--- src/rtl/fetch_queue.sv ---
// Instruction fetch queue: walks a 64-bit fetch pointer, reads one tetra per memory request
// and buffers {loc, inst, px, f} entries for the consumer; address faults become SWYM entries.
module fetch_queue #(
    parameter int DEPTH = 4
) (
    input  logic                     clk,
    input  logic                     reset_n,
    input  logic                     redirect,
    input  logic [63:0]              redirect_addr,
    input  logic                     deq,
    output logic                     head_valid,
    output logic [63:0]              head_loc,
    output logic [31:0]              head_inst,
    output logic                     head_px,
    output logic                     head_f,
    output logic [$clog2(DEPTH):0]   count,
    output logic [63:0]              mem_address,
    output logic [1:0]               mem_datasize,
    output logic                     mem_read,
    input  logic [63:0]              mem_readdata,
    input  logic                     mem_done
);
    localparam int AW = $clog2(DEPTH);
    localparam logic [31:0] SWYM = 32'hFD00_0000;
    localparam logic [AW:0] FULL = (AW + 1)'(DEPTH);

    typedef enum logic [2:0] {IDLE, CHECK, READ, DRAIN, HALT} state_t;

    state_t          state;
    logic [63:0]     fptr;
    logic [AW-1:0]   rd_ptr;
    logic [AW-1:0]   wr_ptr;

    logic [63:0]     loc_q  [DEPTH];
    logic [31:0]     inst_q [DEPTH];
    logic            px_q   [DEPTH];
    logic            f_q    [DEPTH];

    logic            deq_fire;
    logic            room;
    logic            enq;
    logic [31:0]     enq_inst;
    logic            enq_px;
    logic            enq_f;
    logic [63:0]     new_fptr;
    logic            unused_bits;

    assign unused_bits = ^{mem_readdata[63:32], fptr[1:0], fptr[63]};

    assign deq_fire     = deq && head_valid;
    // A pop in the same cycle frees a slot, so a full buffer can still accept
    assign room         = (count != FULL) || deq_fire;
    assign new_fptr     = {redirect_addr[63:2], 2'b00};

    assign head_valid   = (count != '0);
    assign head_loc     = loc_q[rd_ptr];
    assign head_inst    = inst_q[rd_ptr];
    assign head_px      = px_q[rd_ptr];
    assign head_f       = f_q[rd_ptr];
    assign mem_address  = {1'b0, fptr[62:2], 2'b00};
    assign mem_datasize = 2'b10;

    always_comb begin
        enq      = 1'b0;
        enq_inst = SWYM;
        enq_px   = 1'b0;
        enq_f    = 1'b0;
        if (!redirect) begin
            case (state)
                CHECK: begin
                    if (room && (!fptr[63] || (fptr[62:48] != 15'd0))) begin
                        enq    = 1'b1;
                        enq_px = fptr[63];
                        enq_f  = !fptr[63];
                    end
                end
                READ: begin
                    if (mem_done) begin
                        enq      = 1'b1;
                        enq_inst = mem_readdata[31:0];
                    end
                end
                default: ;
            endcase
        end
    end

    always_ff @(posedge clk) begin
        if (enq) begin
            loc_q[wr_ptr]  <= fptr;
            inst_q[wr_ptr] <= enq_inst;
            px_q[wr_ptr]   <= enq_px;
            f_q[wr_ptr]    <= enq_f;
        end
    end

    always_ff @(posedge clk or negedge reset_n) begin
        if (!reset_n) begin
            state    <= IDLE;
            fptr     <= '0;
            mem_read <= 1'b0;
            rd_ptr   <= '0;
            wr_ptr   <= '0;
            count    <= '0;
        end else if (redirect) begin
            rd_ptr <= '0;
            wr_ptr <= '0;
            count  <= '0;
            fptr   <= new_fptr;
            case (state)
                // An outstanding read must still be completed by memory before refetching
                READ, DRAIN: begin
                    if (mem_done) begin
                        mem_read <= 1'b0;
                        state    <= CHECK;
                    end else begin
                        state    <= DRAIN;
                    end
                end
                default: state <= CHECK;
            endcase
        end else begin
            if (enq)      wr_ptr <= wr_ptr + 1'b1;
            if (deq_fire) rd_ptr <= rd_ptr + 1'b1;
            count <= count + {{AW{1'b0}}, enq} - {{AW{1'b0}}, deq_fire};
            case (state)
                CHECK: begin
                    if (room) begin
                        if (enq) begin
                            state <= HALT;
                        end else begin
                            mem_read <= 1'b1;
                            state    <= READ;
                        end
                    end
                end
                READ: begin
                    if (mem_done) begin
                        mem_read <= 1'b0;
                        fptr     <= fptr + 64'd4;
                        state    <= CHECK;
                    end
                end
                DRAIN: begin
                    if (mem_done) begin
                        mem_read <= 1'b0;
                        state    <= CHECK;
                    end
                end
                default: ;
            endcase
        end
    end
endmodule

--- config.mk ---
export PLATFORM = sky130hd
export DESIGN_NAME = fetch_queue
export DESIGN_NICKNAME = d
export VERILOG_FILES = /design/src/rtl/fetch_queue.sv
export SDC_FILE = /design/constraint.sdc
export NUM_CORES = 1
export LEC_CHECK = 0
export CORE_MARGIN = 10
export CORE_UTILIZATION = 57
export CTS_CLUSTER_DIAMETER = 200
export CTS_CLUSTER_SIZE = 8
export DETAILED_ROUTE_END_ITERATION = 8
export DONT_BUFFER_PORTS = 1
export GPL_TIMING_DRIVEN = 0
export PLACE_DENSITY = 0.8
export SLEW_MARGIN = 10
export SYNTH_ARGS = -nofsm -noshare
export SYNTH_HDL_FRONTEND = slang
export SYNTH_SLANG_ARGS = --single-unit
--- constraint.sdc ---
create_clock -name clk -period 4.1 [get_ports clk]
set_input_delay 0.41 -clock clk [delete_from_list [all_inputs] [get_ports clk]]
set_output_delay 0.41 -clock clk [all_outputs]
set_load 0.05 [all_outputs]
==> reports/results.tsv <==
stage	metric	value	unit
logic_synthesis	yosys_warnings	0	
pwr	power_switching	5245	uW
clock_network	cts_max_level	3	
min_path	hold_path_class	in -> reg	
clock_network	clockRootBuffer	clkbuf_16	
timing	fin_crit_sh	88.67	%
pwr	power.density	682.5	nW/um^2
worst_setup_path	crit_path_end_kind	output pin	
pwr	comb_power_share	26.8	%
timing	fin_skew	0.02428	ns
timing	hold_violations	0	
clock_network	cts_buffers	67	
routing	vias_per_cell	6.204	
logic_synthesis	synth_mux_area_share	11.69	%
outcome	status	complete, no violations	
logic_synthesis	synthSimpleGateAreaFrac	7.966	%
global_routing	grt-ovfl-total	0	
global_routing	grt_pass1_wl	70570	um
routing	post_drt_wl_per_cell	27.45	um
pwr	p_int	9788	uW
die	die_x	201.9	um
routing	num_vias	10720	
die	io_pins	302	
pwr	ir_worst_vdd	364.2	uV
logic_synthesis	synthAdderAreaFrac	0.5704	%
final_layout	multiInputGateArea	4741	sq um
logic_synthesis	synth_top_family_by_area	multiplexers	
timing	final_max_slew_viol_count	0	
logic_synthesis	synth-async-reset-ratio	15.97	%
placement	io_buffers	0	
placement	dp_hpwl	29850	um
routing	drc	0	
pwr	p_leak	0.007335	uW
timing	period_needed	3.636	ns
die	start_util	57.83	%
global_routing	met1_usage	28.44	%
logic_synthesis	yosysSeqAreaShare	70.81	%
global_routing	grt_pass1_vias	10920	
timing	fmax	0.2751	GHz
logic_synthesis	synth_edf_count	384	
logic_synthesis	synth-compound-area-share	2.666	%
clock_network	clk_latency	0.57	ns
final_layout	fin_cells	1728	
final_layout	drive_above_1_share	20.84	%
worst_setup_path	critPathRequiredTime	3.69	ns
die	die_y	201.9	um
logic_synthesis	synthCells	1114	
final_layout	nNetsFinal	1386	
timing	worstMarginPinSlew	1.215	ns
logic_synthesis	synth_xor_area_share	2.043	%
clock_network	clk_pin_slew	0.05	ns
run	cap_violations	0	
pwr	pwr-share-clk	32.9	%
final_layout	areaGrowthSynthToFinish	16.78	%
logic_synthesis	ys_types	49	
clock_network	clock_path_buffers	3	
logic_synthesis	synth.cell_area	18860	sq um
worst_setup_path	critPathArrivalTime	3.23	ns
placement	place_inst	1569	
die	die-area	40770	sq um
die	core.rowCount	66	
routing	ant_nets	0	
global_routing	busiest_layer	met2	
routing	wl	47440	um
clock_network	cts.sink_count	457	
global_routing	grt_max_degree	74	
global_routing	antenna_found_initial	4	
global_routing	grtUsageMet3	6.909	%
timing	slew_headroom	18.23	%
pwr	swShare	34.89	%
timing	rsz0062_at_grt	false	
final_layout	fin_util	67.53	%
die	coreArea	32620	sq um
logic_synthesis	synth_top_flop_cell	edfxtp_1	
global_routing	grt.total_usage	22.88	%
worst_setup_path	crit_type	reg -> out	
logic_synthesis	syn_avg_cell_area	16.93	sq um
final_layout	fillers	2073	
timing	tns	0	ns
timing	setup_violations	0	
worst_setup_path	crit_fanout	10	
global_routing	gr-usage-met2	37.32	%
pwr	seqPwrFrac	40.4	%
routing	drt_iter0_drc	942	
worst_setup_path	start_kind	register	
clock_network	cts_tree	built	
final_layout	ff_latch_area	13360	sq um
logic_synthesis	ys_ff_latch	457	
placement	gp_congestion	0.7996	
routing	dr.pass1.iters	5	
worst max-delay path: stages (launching register included):
cell             delay [ns]
dfrtp_1                0.32
clkbuf_1               0.61
clkbuf_2               0.46
clkdlybuf4s15_2        0.53
mux4_2                 0.76
layer usage:
metal | share of wire [%] | vias to the layer above
li1 | - | 4578
met1 | 37 | 5500
met2 | 51 | 556
met3 | 9.7 | 87
met4 | 2.7 | 0
met5 | 0 | -
registers in the layout, indices dropped and copies added, names as in the netlist:
signal and flops:
fptr 62, loc_q 248, px_q 4, mem_read 1
state 3, inst_q 128, count 3, f_q 4
rd_ptr 2, wr_ptr 2
cells by family (layout without fill, tap and decap cells):
kind of cell / Yosys count / after routing
DFF: 457 / 457
and+or+nand+nor: 275 / 275
buffers and inverters: 139 / 301
muxes: 100 / 100
AOI/OAI and AO/OA: 89 / 89
xor gates and xnor gates: 44 / 44
adders and majority gates: 8 / 8
other: 2 / 12
placed cells by master, fill, tap and decap left out, types with 3 or more instances in the layout:
cell / count
nand2_1: 64
clkbuf_1: 71
nand4bb_1: 3
a31oi_1: 21
and3_1: 37
o41ai_1: 3
xnor2_1: 28
or3_1: 22
clkbuf_16: 68
edfxtp_1: 384
buf_4: 68
inv_1: 14
conb_1: 7
dfrtp_1: 73
and2_1: 4
nand3_1: 25
ha_1: 7
nand4_1: 22
and2_4: 4
clkinv_8: 3
or4_1: 4
and4_1: 10
dlygate4sd3_1: 48
o21ai_0: 56
xor2_1: 16
diode_2: 5
nor2_1: 32
nor4_1: 16
nor2b_1: 3
mux4_2: 96
mux2_2: 3
buf_12: 8
nor3_1: 16
buf_1: 10
o31ai_1: 3
area by class of cell:
class	instances	area share (%)
multi-input combinational	523	21.52
antenna	5	0.05680
tap	442	2.511
sequential	457	60.64
clock inverter	6	0.3408
inverter	15	0.2556
clock buffer	99	8.253
buffer	124	3.391
timing repair buffer	57	3.033
power by group through the flow:
stage | Combinational (uW) | Clock, uW | Sequential [uW]
floorplan | 3330 | 0 | 6030
CTS | 4080 | 5010 | 6070
global route | 4210 | 5210 | 6120
global placement | 3890 | 0 | 6140
finish | 4020 | 4940 | 6070
detailed placement | 4000 | 0 | 6140
Yosys cell counts, types with 4 or more instances:
master	n	area, sq um
xnor2_1	28	245.2
nand3_1	25	125.1
edfxtp_1	384	11530
and2_1	8	50.05
nand4_1	22	137.6
nor3_1	16	80.08
dfrtp_1	73	1827
ha_1	7	87.58
buf_4	68	510.5
o21ai_0	56	280.3
nand2_1	64	240.2
a31oi_1	21	131.4
nor2_1	32	120.1
and3_1	37	231.5
buf_1	13	48.80
mux4_2	96	2162
nor4_1	16	100.1
or3_1	22	137.6
inv_1	14	52.55
xor2_1	16	140.1
clkbuf_1	40	150.1
and4_1	10	87.58
or4_1	4	30.03
timing repair:
action | in CTS | in global routing
hold buffers | 49 | 0
gates resized for setup | 3 | 2
endpoints found under the setup margin | 18 | 10
buffers inserted | 0 | 0
endpoints found under the hold margin | 120 | 0
final timing paths:
path | startpoint | endpoint | slack [ns] | depth (start not counted)
min in group asynchronous | reset_n | fptr[21]$_DFFE_PN0P_ | 0.49 | 2
max in group asynchronous | reset_n | fptr[52]$_DFFE_PN0P_ | 3.27 | 2
worst min register to register | state[2]$_DFFE_PN0P_ | state[2]$_DFFE_PN0P_ | 0.55 | 2
worst max register to register | count[1]$_DFF_PN0_ | loc_q[2][48]$_DFFE_PP_ | 0.67 | 7
worst min-delay path | redirect_addr[32] | fptr[32]$_DFFE_PN0P_ | 0.006 | 1
worst max-delay path | rd_ptr[0]$_DFFE_PN0P_ | head_inst[13] | 0.46 | 4
per-stage QoR:
step	setup slack, ns	power [uW]	instance area, sq um	hold WS (ns)
6_report	0.4644	15030	22030	0.006323
3_3_place_gp	-0.4839	10030	19440	0.1181
2_1_floorplan	0.8619	9365	18890	0.1144
3_5_place_dp	0.4709	10130	19610	0.1175
4_1_cts	0.08410	15160	22010	0.0007391
5_1_grt	0.2558	15530	22030	0.001888
(Power assumes the default switching activity.)
